`src/rtl/adder_test_pkg.sv`:
```
`default_nettype none
// ============================================================================
// Module   : adder_test_pkg
// Purpose  : Shared types and constants for the adder stimulus generator.
//            Contains the sequencer state enum, the corner-set size and the
//            LFSR definition, plus one LFSR step helper.
// Revision : 1.0 - initial release
// ============================================================================
package adder_test_pkg;

  localparam int NUM_CORNER = 6;
  localparam int LFSR_W     = 32;
  localparam logic [LFSR_W-1:0] LFSR_MASK = 32'h8020_0003;

  typedef enum logic [2:0] {
    IDLE   = 3'd0,
    CORNER = 3'd1,
    RANDOM = 3'd2,
    DRAIN  = 3'd3,
    DONE   = 3'd4
  } state_t;

  // One Galois step: shift right, fold the mask back in when a 1 falls out.
  function automatic logic [LFSR_W-1:0] lfsr_step(input logic [LFSR_W-1:0] l);
    logic [LFSR_W-1:0] n;
    n = l >> 1;
    if (l[0]) n = n ^ LFSR_MASK;
    return n;
  endfunction

endpackage
`default_nettype wire

```
`src/rtl/adder_ref_delay.sv`:
```
`default_nettype none
// ============================================================================
// Module   : adder_ref_delay
// Purpose  : LATENCY-stage shift register carrying {valid, ref} so the
//            expected sum lines up with the adder's registered result.
//            LATENCY = 0 degenerates to a wire-through.
// Revision : 1.0 - initial release
// ============================================================================
module adder_ref_delay #(
  parameter int LATENCY = 1,
  parameter int DW      = 18
) (
  input  logic          clk,
  input  logic          rst,
  input  logic [DW-1:0] din,
  output logic [DW-1:0] dout
);

  if (LATENCY == 0) begin : g_wire
    logic unused_clk_rst;
    assign unused_clk_rst = clk ^ rst;
    assign dout = din;
  end else begin : g_pipe
    logic [DW-1:0] stages [LATENCY];

    // Shift the payload one stage per cycle; reset flushes every stage.
    always_ff @(posedge clk or posedge rst) begin
      if (rst) begin
        for (int i = 0; i < LATENCY; i++) stages[i] <= '0;
      end else begin
        stages[0] <= din;
        for (int i = 1; i < LATENCY; i++) stages[i] <= stages[i-1];
      end
    end

    assign dout = stages[LATENCY-1];
  end

endmodule
`default_nettype wire

```
`src/rtl/adder_stimulus_gen.sv`:
```
`default_nettype none
// ============================================================================
// Module   : adder_stimulus_gen
// Purpose  : Drives operand vectors (6 corners, then NUM_RANDOM LFSR vectors)
//            into an adder under test, one per cycle, and produces the
//            matching expected sum delayed by LATENCY cycles.
//            The expected-sum port is named ref_sum because "ref" is a
//            reserved word in SystemVerilog.
// Revision : 1.0 - initial release
// ============================================================================
module adder_stimulus_gen
  import adder_test_pkg::*;
#(
  parameter int          WIDTH      = 16,
  parameter int          LATENCY    = 1,
  parameter int          NUM_RANDOM = 64,
  parameter logic [31:0] SEED       = 32'hACE1_2468
) (
  input  logic             clk,
  input  logic             rst,
  input  logic             start,
  output logic [WIDTH-1:0] a,
  output logic [WIDTH-1:0] b,
  output logic             cin,
  output logic [WIDTH:0]   ref_sum,
  output logic             ref_valid,
  output logic             busy,
  output logic             done,
  output logic [15:0]      vec_count
);

  localparam logic [WIDTH-1:0] ALL_ONES     = {WIDTH{1'b1}};
  localparam logic [WIDTH-1:0] MSB_ONLY     = WIDTH'(1) << (WIDTH - 1);
  localparam logic [15:0]      ALT16        = 16'hAAAA;
  localparam logic [WIDTH-1:0] ALT          = ALT16[WIDTH-1:0];
  localparam logic [2:0]       NUM_CORNER_W = 3'(NUM_CORNER);
  localparam logic [15:0]      NUM_RANDOM_W = 16'(NUM_RANDOM);
  localparam logic [15:0]      LATENCY_W    = 16'(LATENCY);

  state_t              state, state_nxt;
  logic [WIDTH-1:0]    a_nxt, b_nxt;
  logic                cin_nxt;
  logic                vec_valid, vec_valid_nxt;
  logic [LFSR_W-1:0]   lfsr, lfsr_nxt;
  logic [2:0]          corner_idx, corner_idx_nxt;
  logic [15:0]         rnd_cnt, rnd_cnt_nxt;
  logic [15:0]         drain_cnt, drain_cnt_nxt;
  logic [15:0]         vec_count_nxt;
  logic [WIDTH-1:0]    rnd_a, rnd_b;
  logic                rnd_cin;
  logic [WIDTH:0]      sum;
  logic [WIDTH+1:0]    dly_in, dly_out;

  // Corner ROM: fixed directed vectors packed as {a, b, cin}.
  function automatic logic [2*WIDTH:0] corner_vec(input logic [2:0] idx);
    logic [2*WIDTH:0] v;
    case (idx)
      3'd0:    v = {{WIDTH{1'b0}}, {WIDTH{1'b0}}, 1'b0};
      3'd1:    v = {ALL_ONES, WIDTH'(1), 1'b0};
      3'd2:    v = {ALL_ONES, ALL_ONES, 1'b1};
      3'd3:    v = {ALT, ~ALT, 1'b0};
      3'd4:    v = {ALT, ~ALT, 1'b1};
      3'd5:    v = {MSB_ONLY, MSB_ONLY, 1'b0};
      default: v = '0;
    endcase
    return v;
  endfunction

  assign rnd_a   = lfsr[WIDTH-1:0];
  assign rnd_b   = lfsr[16+WIDTH-1:16];
  assign rnd_cin = lfsr[31] ^ lfsr[0];

  // Next-state, next-vector and counter logic for the run sequencer.
  always_comb begin
    state_nxt      = state;
    a_nxt          = '0;
    b_nxt          = '0;
    cin_nxt        = 1'b0;
    vec_valid_nxt  = 1'b0;
    lfsr_nxt       = lfsr;
    corner_idx_nxt = corner_idx;
    rnd_cnt_nxt    = rnd_cnt;
    drain_cnt_nxt  = drain_cnt;
    vec_count_nxt  = vec_valid ? vec_count + 16'd1 : vec_count;

    unique case (state)
      IDLE, DONE: begin
        if (start) begin
          state_nxt                 = CORNER;
          {a_nxt, b_nxt, cin_nxt}   = corner_vec(3'd0);
          vec_valid_nxt             = 1'b1;
          corner_idx_nxt            = 3'd1;
          rnd_cnt_nxt               = '0;
          drain_cnt_nxt             = '0;
          lfsr_nxt                  = SEED;
          vec_count_nxt             = '0;
        end
      end
      CORNER: begin
        if (corner_idx < NUM_CORNER_W) begin
          {a_nxt, b_nxt, cin_nxt} = corner_vec(corner_idx);
          vec_valid_nxt           = 1'b1;
          corner_idx_nxt          = corner_idx + 3'd1;
        end else if (NUM_RANDOM > 0) begin
          state_nxt     = RANDOM;
          a_nxt         = rnd_a;
          b_nxt         = rnd_b;
          cin_nxt       = rnd_cin;
          vec_valid_nxt = 1'b1;
          lfsr_nxt      = lfsr_step(lfsr);
          rnd_cnt_nxt   = 16'd1;
        end else if (LATENCY == 0) begin
          state_nxt = DONE;
        end else begin
          state_nxt     = DRAIN;
          drain_cnt_nxt = 16'd1;
        end
      end
      RANDOM: begin
        if (rnd_cnt < NUM_RANDOM_W) begin
          a_nxt         = rnd_a;
          b_nxt         = rnd_b;
          cin_nxt       = rnd_cin;
          vec_valid_nxt = 1'b1;
          lfsr_nxt      = lfsr_step(lfsr);
          rnd_cnt_nxt   = rnd_cnt + 16'd1;
        end else if (LATENCY == 0) begin
          state_nxt = DONE;
        end else begin
          state_nxt     = DRAIN;
          drain_cnt_nxt = 16'd1;
        end
      end
      DRAIN: begin
        // Hold off DONE until the last vector's sum has left the delay line.
        if (drain_cnt >= LATENCY_W) state_nxt = DONE;
        else                        drain_cnt_nxt = drain_cnt + 16'd1;
      end
      default: state_nxt = IDLE;
    endcase
  end

  // State, operand and counter registers.
  always_ff @(posedge clk or posedge rst) begin
    if (rst) begin
      state      <= IDLE;
      a          <= '0;
      b          <= '0;
      cin        <= 1'b0;
      vec_valid  <= 1'b0;
      lfsr       <= SEED;
      corner_idx <= '0;
      rnd_cnt    <= '0;
      drain_cnt  <= '0;
      vec_count  <= '0;
    end else begin
      state      <= state_nxt;
      a          <= a_nxt;
      b          <= b_nxt;
      cin        <= cin_nxt;
      vec_valid  <= vec_valid_nxt;
      lfsr       <= lfsr_nxt;
      corner_idx <= corner_idx_nxt;
      rnd_cnt    <= rnd_cnt_nxt;
      drain_cnt  <= drain_cnt_nxt;
      vec_count  <= vec_count_nxt;
    end
  end

  // Full-width expected sum; forced to zero when no vector is on the bus.
  assign sum    = {1'b0, a} + {1'b0, b} + {{WIDTH{1'b0}}, cin};
  assign dly_in = {vec_valid, vec_valid ? sum : {(WIDTH+1){1'b0}}};

  adder_ref_delay #(
    .LATENCY (LATENCY),
    .DW      (WIDTH + 2)
  ) u_ref_delay (
    .clk  (clk),
    .rst  (rst),
    .din  (dly_in),
    .dout (dly_out)
  );

  assign ref_valid = dly_out[WIDTH+1];
  assign ref_sum   = dly_out[WIDTH:0];
  assign busy      = (state == CORNER) || (state == RANDOM) || (state == DRAIN);
  assign done      = (state == DONE);

endmodule
`default_nettype wire

```
`config.mk`:
```
export PLATFORM = sky130hd
export DESIGN_NAME = adder_stimulus_gen
export DESIGN_NICKNAME = d
export VERILOG_FILES = /design/src/rtl/adder_test_pkg.sv /design/src/rtl/adder_ref_delay.sv /design/src/rtl/adder_stimulus_gen.sv
export SDC_FILE = /design/constraint.sdc
export NUM_CORES = 1
export LEC_CHECK = 0
export BUFFER_PORTS_ARGS = -buffer_cell sky130_fd_sc_hd__buf_4
export CAP_MARGIN = 20
export CELL_PAD_IN_SITES_DETAIL_PLACEMENT = 1
export CELL_PAD_IN_SITES_GLOBAL_PLACEMENT = 1
export CORE_AREA = 5 5 142 144
export CTS_BUF_LIST = sky130_fd_sc_hd__clkbuf_16
export DETAILED_ROUTE_END_ITERATION = 10
export DIE_AREA = 0 0 147 149
export PLACE_DENSITY_LB_ADDON = 0.1
export SLEW_MARGIN = 20
export SYNTH_ARGS = -nofsm -noshare
export SYNTH_HDL_FRONTEND = slang
export SYNTH_SLANG_ARGS = --single-unit
```
`constraint.sdc`:
```
create_clock -name clk -period 4.45 [get_ports clk]
set_clock_uncertainty 0.2 [all_clocks]
set_input_delay 0.2225 -clock clk [delete_from_list [all_inputs] [get_ports clk]]
set_output_delay 0.2225 -clock clk [all_outputs]
set_load 0.01 [all_outputs]
```
==> impl_metrics.json <==
{
  "cap_violations": 0,
  "final_cell_mix": "125 x dfrtp_1, 74 x nand2_1, 74 x buf_4",
  "synth_area_per_cell_um2": 10.4,
  "synth-seq-area-share_pct": 53.9,
  "hold_path.class": "in -> async",
  "num_vias": 4718,
  "syn_nets": 647,
  "cts_tree": "built",
  "reg2reg_from": "corner_idx[2]",
  "finalSetupViolations": 0,
  "cellLeakagePower_nw": 3.84,
  "finalMaxSlewViolations": 0,
  "core_um2": 18600,
  "grt_pass1_wl_um": 27300,
  "holdWs_ns": 0.0777,
  "drc_errors": 0,
  "cts_buffer_depth": 2,
  "yosysUniqueCellTypes": 64,
  "num_io_pins": 72,
  "die_y_um": 149,
  "synth_edf_count": 0,
  "power_density_nw_per_um2": 676,
  "drt_iter0_drc": 197,
  "period_share_pct": 63.9,
  "dieArea_um2": 21900,
  "power_mw": 5.27,
  "cts_setup_buffers": 0,
  "slew_headroom_pct": 33.4,
  "dp_hpwl_um": 11600,
  "final_common_cell": "dfrtp_1",
  "rrSetupSlack_ns": 1.61,
  "cts_num_sinks": 138,
  "yosys_most_used_dff": "dfrtp_1",
  "place_congestion": 0.785,
  "cp.required_ns": 4.55,
  "num_antenna_cells": 0,
  "tightestPinTransition_ns": 0.999,
  "grt_usage_pct": 15.4,
  "root_buffer": "clkbuf_16",
  "routedWlPerCell_um": 17.3,
  "yosys_warnings": 0,
  "globalRouteOverflowTotal": 0,
  "hold_viol": 0,
  "r2r_end": "lfsr[30]",
  "grt_max_degree": 74,
  "async_flop_share_pct": 100,
  "worstSetupEndpointType": "flop",
  "layout.nets": 720,
  "path_class": "reg -> reg",
  "die_x_um": 147,
  "cts_max_level": 4,
  "post-route-min-period_ns": 2.84,
  "post_dp_cell_area_um2": 7210,
  "crit_arrival_ns": 2.94,
  "startpoint_type": "flop",
  "timing.fmax_mhz": 352,
  "antenna_found_initial": 0,
  "ys_ff_latch": 138,
  "wirelength_um": 16200,
  "final_core_util_pct": 41.9,
  "syn_area_um2": 6430,
  "rows": 50,
  "port_buffers": 71,
  "areaGrowthSynthToFinish_pct": 21.1,
  "viasPerCell": 5.05,
  "ir_worst_vdd_uv": 302,
  "rsz0062_at_grt": "no",
  "clk_latency_ns": 0.41,
  "syn_inst": 616,
  "reg2regPathDepth": 6,
  "clkTransAtPathRegs_ns": 0.06,
  "ant_nets": 0,
  "timing.setup.tns_ns": 0,
  "critPathMaxFanout": 41,
  "numCtsBuffers": 17,
  "initial_core_util_pct": 34.6,
  "status": "complete, no violations",
  "design_area_um2": 7790,
  "drive_gt1_share_pct": 19.0,
  "dr.pass1.iters": 4,
  "grt_pass1_vias": 5108
}
[cells by family after synthesis]
| logic type | count (synthesis) | synth area share [%] |
|---|---|---|
| buffers and inverters | 41 | 2.61 |
| muxes | 5 | 0.797 |
| adders and majority gates | 28 | 5.68 |
| and+or+nand+nor | 231 | 18.3 |
| DFF | 138 | 53.9 |
| xor gates and xnor gates | 24 | 3.27 |
| AOI/OAI and AO/OA | 149 | 15.4 |
[sequential cells by signal, summed over array words and instances (netlist names)]
signal	count
b	16
state	3
a	16
rnd_cnt	16
lfsr	32
corner_idx	3
u_ref_delay.dout	18
vec_valid	1
vec_count	16
cin	1
drain_cnt	16
[worst max-delay path: stages, from the launching register on]
cell,delay (ns)
dfrtp_1,0.47
ha_1,0.33
nand3b_1,0.12
a21oi_1,0.82
nor2_4,0.27
buf_12,0.27
a22o_1,0.24
[final cells by class]
| type | instances | area (um2) |
|---|---|---|
| fill | 2043 | 10800 |
| clock buffer | 17 | 425 |
| tap | 234 | 293 |
| inverter | 18 | 72.6 |
| clock inverter | 14 | 133 |
| timing repair buffer | 77 | 596 |
| sequential | 138 | 3470 |
| multi-input combinational | 437 | 2800 |
[synthesized netlist by cell type, drive strengths merged, types with 3 or more instances]
master  instances  area (um2)
mux2i           4        40.0
and3            6        37.5
nand2          74         278
o21bai          6        52.6
and4            3        26.3
and2           20         125
clkbuf         10        37.5
inv            18        67.6
o31ai           6        60.1
ha             26         325
nor2           55         209
dfrtp         125        3130
dfstp          13         342
buf            13        62.6
nor3b           3        33.8
nor3            6        30.0
nand3          10        50.1
a22oi           4        30.0
nand3b          3        22.5
o21ai          53         269
nor2b          18         113
a21oi          24         131
o21a           18         135
nand4           9        56.3
nand2b          9        56.3
a22o            6        52.6
xnor2           8        70.1
nor4            5        61.3
a211oi          3        22.5
xor2           16         140
a21o           11        82.6
[per-layer routing]
metal	share of wire (%)	vias to the layer above	track usage [%]
li1	-	2280	-
met1	49	2353	21.2
met2	47	70	24.5
met3	3.0	15	3.16
met4	1.2	0	5.27
met5	0	-	0
[through the flow]
stage,cells,worst slack [ns]
after detailed placement,902,1.57
after CTS,935,1.55
after global routing,935,1.28
after global placement,901,1.68
final,935,1.61
after floorplan,616,0.353
[power by group]
part / leakage (nW) / internal, mW / switching [mW]
clock: 0.269 / 0.812 / 0.535
combinational: 1.74 / 0.787 / 1.18
sequential: 1.82 / 1.64 / 0.314
[worst max path at each step]
stage                  start          to  slack, ns  cells after the start
6_report       corner_idx[2]    lfsr[30]       1.61                      6
5_1_grt        corner_idx[2]    lfsr[30]       1.28                      6
4_1_cts        corner_idx[2]    lfsr[30]       1.55                      6
3_5_place_dp   corner_idx[2]    lfsr[30]       1.57                      6
3_3_place_gp   corner_idx[2]  rnd_cnt[3]       1.68                      6
2_1_floorplan            rst        a[0]       0.35                      1
[repair_timing]
action                                  in CTS  in global routing
resized for setup                            0                  0
endpoints found under the hold margin       65                  0
hold buffers                                 2                  0
endpoints found under the setup margin       0                  0
Power figures use the tool's default switching activity.
